### src/rtl/fft_frame_arbiter.sv
// rtl/fft_frame_arbiter.sv - frame-granular round-robin arbiter sharing one FFT path between two streams
//
// Grants the FFT input to ch0 or ch1 for exactly one frame of FRAME_LEN beats.
// Each grant pushes the channel into a tag queue. Result frames returning from
// the FFT/accumulator path are labelled with the tag at the queue head. The tag
// is popped after FRAME_LEN return beats.
//
// Parameters:
//   FRAME_LEN  samples per frame (power of two, 2..1024)
//   TAG_DEPTH  tag queue entries (power of two, 2..16)
//
// Ports:
//   i_clk, i_rst_n               clock, synchronous active-low reset
//   i_ch{0,1}_data/valid         channel sample streams
//   o_ch{0,1}_ready              channel ready (only the granted channel, only in XFER)
//   o_fft_data/valid, i_fft_ready  FFT input stream
//   i_res_data/valid, o_res_ready  result stream from the accumulator stage
//   o_res_data/valid/ch, i_res_ready  tagged result stream to the demux
//   o_busy                       frame in flight or tags outstanding
//
// Optional feature macro FFT_ARB_LAST_EN adds o_fft_last and o_res_last
// (end-of-frame markers for the forward and return streams).

module fft_frame_arbiter #(
    parameter int FRAME_LEN = 256,
    parameter int TAG_DEPTH = 4
) (
    input  logic        i_clk,
    input  logic        i_rst_n,
    input  logic [31:0] i_ch0_data,
    input  logic        i_ch0_valid,
    output logic        o_ch0_ready,
    input  logic [31:0] i_ch1_data,
    input  logic        i_ch1_valid,
    output logic        o_ch1_ready,
    output logic [31:0] o_fft_data,
    output logic        o_fft_valid,
    input  logic        i_fft_ready,
    input  logic [31:0] i_res_data,
    input  logic        i_res_valid,
    output logic        o_res_ready,
    output logic [31:0] o_res_data,
    output logic        o_res_valid,
    output logic        o_res_ch,
    input  logic        i_res_ready,
    output logic        o_busy
`ifdef FFT_ARB_LAST_EN
    ,
    output logic        o_fft_last,
    output logic        o_res_last
`endif
);

    localparam int CW = $clog2(FRAME_LEN);
    localparam int PW = $clog2(TAG_DEPTH);
    localparam logic [CW-1:0] LAST_IDX = CW'(FRAME_LEN - 1);
    localparam logic [PW:0]   TAG_FULL = (PW + 1)'(TAG_DEPTH);

    typedef enum logic {
        S_IDLE,
        S_XFER
    } state_t;

    state_t state_q, state_d;

    logic [CW-1:0]        in_cnt_q;
    logic [CW-1:0]        res_cnt_q;
    logic                 gnt_q;
    logic                 last_gnt_q;
    logic [TAG_DEPTH-1:0] tag_mem_q;
    logic [PW-1:0]        wr_ptr_q;
    logic [PW-1:0]        rd_ptr_q;
    logic [PW:0]          tag_cnt_q;

    logic        grant;
    logic        grant_ch;
    logic        sel_valid;
    logic [31:0] sel_data;
    logic        tag_ne;
    logic        tag_full;
    logic        fwd_beat;
    logic        res_beat;
    logic        pop;

    assign sel_valid = gnt_q ? i_ch1_valid : i_ch0_valid;
    assign sel_data  = gnt_q ? i_ch1_data  : i_ch0_data;
    assign tag_ne    = (tag_cnt_q != '0);
    assign tag_full  = (tag_cnt_q == TAG_FULL);
    assign fwd_beat  = (state_q == S_XFER) & sel_valid & i_fft_ready;
    assign res_beat  = i_res_valid & i_res_ready & tag_ne;
    assign pop       = res_beat & (res_cnt_q == LAST_IDX);

    // Return path: gated by tag availability so untagged results are held off
    // rather than accepted with an undefined channel.
    assign o_res_valid = i_res_valid & tag_ne;
    assign o_res_ready = i_res_ready & tag_ne;
    assign o_res_data  = tag_ne ? i_res_data : 32'd0;
    assign o_res_ch    = tag_ne & tag_mem_q[rd_ptr_q];
    assign o_busy      = (state_q == S_XFER) | tag_ne;

`ifdef FFT_ARB_LAST_EN
    assign o_fft_last = (state_q == S_XFER) & (in_cnt_q == LAST_IDX);
    assign o_res_last = tag_ne & (res_cnt_q == LAST_IDX);
`endif

    always_ff @(posedge i_clk) begin
        if (!i_rst_n) begin
            state_q <= S_IDLE;
        end else begin
            state_q <= state_d;
        end
    end

    always_comb begin
        state_d     = state_q;
        grant       = 1'b0;
        grant_ch    = 1'b0;
        o_fft_data  = 32'd0;
        o_fft_valid = 1'b0;
        o_ch0_ready = 1'b0;
        o_ch1_ready = 1'b0;
        case (state_q)
            S_IDLE: begin
                if (!tag_full && (i_ch0_valid || i_ch1_valid)) begin
                    grant = 1'b1;
                    // Tie goes to the channel that did not win last time;
                    // a lone candidate wins outright (ch1 iff it is valid).
                    grant_ch = (i_ch0_valid && i_ch1_valid) ? ~last_gnt_q : i_ch1_valid;
                    state_d  = S_XFER;
                end
            end
            S_XFER: begin
                o_fft_data  = sel_data;
                o_fft_valid = sel_valid;
                o_ch0_ready = ~gnt_q & i_fft_ready;
                o_ch1_ready = gnt_q & i_fft_ready;
                if (fwd_beat && (in_cnt_q == LAST_IDX)) begin
                    state_d = S_IDLE;
                end
            end
            default: state_d = S_IDLE;
        endcase
    end

    always_ff @(posedge i_clk) begin
        if (!i_rst_n) begin
            in_cnt_q   <= '0;
            res_cnt_q  <= '0;
            gnt_q      <= 1'b0;
            last_gnt_q <= 1'b1;
            tag_mem_q  <= '0;
            wr_ptr_q   <= '0;
            rd_ptr_q   <= '0;
            tag_cnt_q  <= '0;
        end else begin
            if (grant) begin
                gnt_q               <= grant_ch;
                last_gnt_q          <= grant_ch;
                in_cnt_q            <= '0;
                tag_mem_q[wr_ptr_q] <= grant_ch;
                wr_ptr_q            <= wr_ptr_q + PW'(1);
            end else if (fwd_beat) begin
                in_cnt_q <= in_cnt_q + CW'(1);
            end

            if (res_beat) begin
                res_cnt_q <= res_cnt_q + CW'(1);
            end
            if (pop) begin
                rd_ptr_q <= rd_ptr_q + PW'(1);
            end

            case ({grant, pop})
                2'b10:   tag_cnt_q <= tag_cnt_q + (PW + 1)'(1);
                2'b01:   tag_cnt_q <= tag_cnt_q - (PW + 1)'(1);
                default: tag_cnt_q <= tag_cnt_q;
            endcase
        end
    end

endmodule
### config.mk
export PLATFORM = sky130hd
export DESIGN_NAME = fft_frame_arbiter
export DESIGN_NICKNAME = d
export VERILOG_FILES = /design/src/rtl/fft_frame_arbiter.sv
export SDC_FILE = /design/constraint.sdc
export NUM_CORES = 1
export LEC_CHECK = 0
export CAP_MARGIN = 20
export CORE_MARGIN = 2
export CORE_UTILIZATION = 31
export CTS_CLUSTER_SIZE = 8
export DETAILED_ROUTE_END_ITERATION = 12
export PLACE_DENSITY = 0.81
export SKIP_CTS_REPAIR_TIMING = 1
export SLEW_MARGIN = 30
export SYNTH_ARGS = -nofsm -noshare
export SYNTH_HDL_FRONTEND = slang
export SYNTH_SLANG_ARGS = --single-unit
### constraint.sdc
create_clock -name i_clk -period 2.33 [get_ports i_clk]
set_clock_uncertainty 0.15 [all_clocks]
set_input_delay 0.466 -clock i_clk [delete_from_list [all_inputs] [get_ports i_clk]]
set_output_delay 0.466 -clock i_clk [all_outputs]
set_load 0.05 [all_outputs]
# Word-level counts from Yosys, hierarchy flattened
# Cells that the tools add are included.
# word_totals
register_bits,30
inputBits,103
elab_cells,67
out_inout_bits,71
# op_classes
bitwise,15
eq_ne,5
mux,20
add_sub_neg,6
reduce_logical,9
magnitude_cmp,3
# op_table
cell,count
$mux 32,3
$add 8x1->8 const B,2
$eq 8x8->1 const B,2
$mux 1,12
$and 1x1->1,10
$lt 2x3->1 const B,2
$pmux 3 s2,1
$add 2x1->2 const B,2
$bwmux 4,1
$logic_and 1x1->1,4
$not 1->1,4
$add 3x1->3 const B,1
$eq 3x3->1 const B,1
$reduce_bool 3->1,1
$sub 3x1->3 const B,1
$bmux 1 s2,1
$demux 1 s2,1
$eq 2x1->1 const B,1
$eq 2x2->1 const B,1
$ge 2x1->1 const B,1
$pmux 1 s2,1
$reduce_bool 2->1,1
$reduce_or 2->1,1
$logic_not 1->1,1
other kinds (2),2

# Longest topological paths before layout
# logic_depth
ltp_word,7
depth_mapped,10
depth_no_buf,9

# Worst setup path after synthesis
# Ideal clock, no wire load.
# synth_timing
path_type,register to register
startpoint,register res_cnt_q[0]
endpoint,register tag_cnt_q[2]
path_stages_with_launch,10
synth_period_minus_slack_ns,2.481
setup_slack_ns,-0.151
setup_ns,0.071
arrival_time_ns,2.261
n_path_buf,0
required_ns,2.109
cell_sequence,dfxtp_1 ha_1 nand3_1 nor4_1 ha_1 inv_1 fa_1 xor2_1 or3_1 a21oi_1
# synth_between
elab_chain_cells,4
elab_cells_between_ends,6
classes_between,3 x eq/ne; 1 x mux; 1 x bitwise; 1 x reduce/logical
# synth_lines
element,line_no,rtl
from (decl),67,logic [CW-1:0] res_cnt_q;
from (signal assigned),167,res_cnt_q <= res_cnt_q + CW'(1);
$eq 8x8->1 *,91,assign pop = res_beat & (res_cnt_q == LAST_IDX);
$and 1x1->1 *,91,
via pop,83,logic pop;
$eq 2x1->1 / $eq 2x2->1 (equally long branches),173,"case ({grant, pop})"
$pmux 3 s2 / $reduce_bool 2->1 (equally long branches),n/a,
to (signal assigned),174,2'b10: tag_cnt_q <= tag_cnt_q + (PW + 1)'(1);
to (signal assigned),175,2'b01: tag_cnt_q <= tag_cnt_q - (PW + 1)'(1);
to (signal assigned),176,default: tag_cnt_q <= tag_cnt_q;
to (decl),73,logic [PW:0] tag_cnt_q;
# Mark *: on every way through the listed nets, which the timed path passes. The rest lies on a longest branch.
# A chain may end at the register's enable or synchronous reset.

# Worst setup path after layout
# layout_timing
startpoint,input port i_ch0_valid
endpoint,register tag_cnt_q[2]
# layout_between
elab_chain_cells,6
elab_cells_between_ends,8
classes_between,2 x eq/ne; 3 x mux; 3 x reduce/logical
# layout_lines
element,line_no,rtl
from (decl),31,"input logic i_ch0_valid,"
$logic_or 1x1->1 *,124,if (!tag_full && (i_ch0_valid || i_ch1_valid)) begin
$logic_and 1x1->1 *,124,
$mux 1 *,124,
$mux 1 *,122,case (state_q)
$eq 2x1->1 / $eq 2x2->1 (equally long branches),173,
$pmux 3 s2 / $reduce_bool 2->1 (equally long branches),n/a,
# Every way passes the cells marked *; elsewhere a longest branch is shown, timed or not.

==> results_dict.tcl <==
set metrics [dict create \
    ys_seq_elements 30 \
    grt_use_total_pct 19.4 \
    status "finished with violations" \
    r2r_end "tag_cnt_q[2]" \
    via_count 2785 \
    clkTransAtPathRegs_ns 0.06 \
    critPathLaunchType "primary input" \
    clockPowerShare_pct 17.1 \
    diodes 0 \
    gr-total-overflow 0 \
    port_buffers 173 \
    place_area_um2 4590 \
    crit_path_end_kind "flop" \
    hold_end "tag_mem_q[2]" \
    slew_headroom_pct 59.6 \
    finalInstanceArea_um2 4770 \
    tns_ns -0.0644 \
    synthFlopType "dfxtp_1" \
    p_seq_share_pct 22.4 \
    min_period_over_period_pct 103 \
    clock_latency_ns 0.28 \
    die_y_um 89.9 \
    fp.dieW_um 89.9 \
    antenna_found_initial 0 \
    yosys.area.top_type "dfxtp_1" \
    finalHoldViolations 0 \
    maxCapViolCount 0 \
    max_freq_mhz 418 \
    r2r_start "res_cnt_q[0]" \
    drive_above_1_share_pct 26.3 \
    rrSetupSlack_ns -0.04 \
    drt-vias-per-instance 4.85 \
    tritoncts.num_buffers 5 \
    crit_type "in -> reg" \
    critPathMaxFanout 2 \
    grt_pass1_wl_mm 12.9 \
    timing.final.max_slew_violations 0 \
    reg2reg_depth 9 \
    grt_setup_unrepaired "yes" \
    setup_ws_ns -0.0644 \
    rows 31 \
    core_um2 7210 \
    start_util_pct 31.7 \
    power_density_nw_per_um2 523 \
    area_growth_pct 108 \
    wl_per_cell_um 14.4 \
    arrival_ns 2.46 \
    fin_crit_ns 2.39 \
    worst_pin_slew_ns 0.605 \
    syn_area_um2 2290 \
    fillers 557 \
    synth_top_area_share_pct 26.2 \
    setup_viol 1 \
    drcViolationCount 0 \
    syn_inst 286 \
    clkSinkCount 30 \
    clock_path_buffers 2 \
    grt_pass1_vias 2745 \
    total_power_w 0.00250 \
    dp_hpwl_mm 6.69 \
    power_switching_w 0.00106 \
    ios 174 \
    min_from "tag_mem_q[2]" \
    whs_path_depth 2 \
    irDropWorstVdd_uv 395 \
    drtPass1Iterations 4 \
    drt_iter0_drc 175 \
    synth_edf_count 0 \
    ys_seq_area_share_pct 26.2 \
    p_int_w 0.00144 \
    cts_tree "built" \
    cts_root_buf "clkbuf_8" \
    synth_cell_types 42 \
    synthesis.nets 397 \
    violations "negative setup slack" \
    synth.top_cells.by_area "dfxtp_1 26%, mux2i_1 18%, and2b_1 6.9%, nor2_1 6.4%, a21oi_1 3.9%" \
    async_reset_ff_share_pct 0 \
    hp-class "reg -> reg" \
    comb_power_share_pct 60.5 \
    routed_wl_mm 8.27 \
    synth.avg_cell_area_um2 8.01 \
    p_sw_share_pct 42.3 \
    globalplace.congestion 0.802 \
    required_ns 2.40 \
    p_leak_nw 1.97 \
    htreeDepth 2 \
    die_area_um2 8090 \
    grt_max_degree 36 \
    yosysWarningCount 0 \
    final_nets 585 \
    ant_nets 0 \
]
==> kinds of logic after synthesis <==
kind of cell	synth area share (%)
compound gates	13.1
flops	26.2
simple gates	30.3
xor+xnor	1.15
fa+ha+maj	4.70
buf+inv	5.63
mux	18.9
==> power groups by stage <==
stage	registers, W	clock network [W]	logic [W]
after floorplan	0.000553	0	0.000830
after global placement	0.000568	0	0.00146
after detailed placement	0.000568	0	0.00148
after CTS	0.000556	0.000441	0.00148
after global routing	0.000560	0.000458	0.00158
final	0.000558	0.000427	0.00151
==> metal layers <==
layer	GRT usage, %	vias to the layer above	wire, µm
li1	-	1376	-
met1	21.9	1281	3170
met2	35.2	108	4380
met3	4.61	20	472
met4	7.95	0	252
met5	0	-	0
==> state kept, by name (all words and copies together) (netlist names) <==
signal	cells
gnt_q	1
rd_ptr_q	2
tag_cnt_q	3
res_cnt_q	8
tag_mem_q	4
state_q	1
in_cnt_q	8
last_gnt_q	1
wr_ptr_q	2
==> worst max path at each step <==
stage | start | endpoint | slack (ns) | cells after the start
2_1_floorplan | tag_cnt_q[1] | tag_cnt_q[2] | 0.002 | 10
3_3_place_gp | i_res_ready | tag_cnt_q[2] | -0.46 | 9
3_5_place_dp | i_res_ready | tag_cnt_q[2] | -0.54 | 9
4_1_cts | i_res_ready | tag_cnt_q[2] | -0.25 | 9
5_1_grt | res_cnt_q[0] | tag_cnt_q[2] | -0.11 | 9
6_report | i_ch0_valid | tag_cnt_q[2] | -0.06 | 9
==> cell usage in the layout (no fill, tap or decap), types with 11 or more instances in the layout <==
master and count:
and2b_1 21, buf_12 39, mux2i_1 41, nand2_1 14, clkdlybuf4s50_1 99, dfxtp_1 26
nor2b_1 13, buf_4 57, nor2_1 39, a21oi_1 17, inv_1 11, nand3_1 11
==> critical path, cell delays in order <==
cell	delay (ns)
clkdlybuf4s50_1	0.45
o21ba_4	0.22
nand2_2	0.08
ha_2	0.19
inv_2	0.04
fa_2	0.34
xor2_2	0.16
or3_4	0.39
a21oi_2	0.12
==> area by class of cell <==
cell class	count	area, µm²	area share, %
flip-flops and latches	30	606	12.7
multi-input cells	225	1640	34.4
repair buffers	199	2260	47.4
clock inverters	1	5.00	0.105
clock buffers	7	86.3	1.81
inverters	13	48.8	1.02
well taps	99	124	2.60
==> synth_stat cells (all sizes together), types with 2 or more instances <==
cell,n
ha,7
clkbuf,8
nor2,39
inv,12
mux2i,41
or3,5
xor2,3
nor4,2
nor2b,13
buf,10
o21ai,10
dfxtp,30
and2b,21
nand4,3
o31ai,9
nand3,12
or4,8
a21oi,18
nand2,15
nand2b,2
and3,2
or3b,2
==> stage by stage <==
step	worst slack (ns)	instances	hold slack (ns)	util, %
global placement	-0.456	563	0.299	63.7
CTS	-0.250	571	0.309	64.9
detailed placement	-0.541	563	0.300	63.7
floorplan	0.00238	286	0.285	-
global route	-0.113	574	0.332	66.2
finish	-0.0644	574	0.305	66.2
Power figures use the tool's default switching activity.
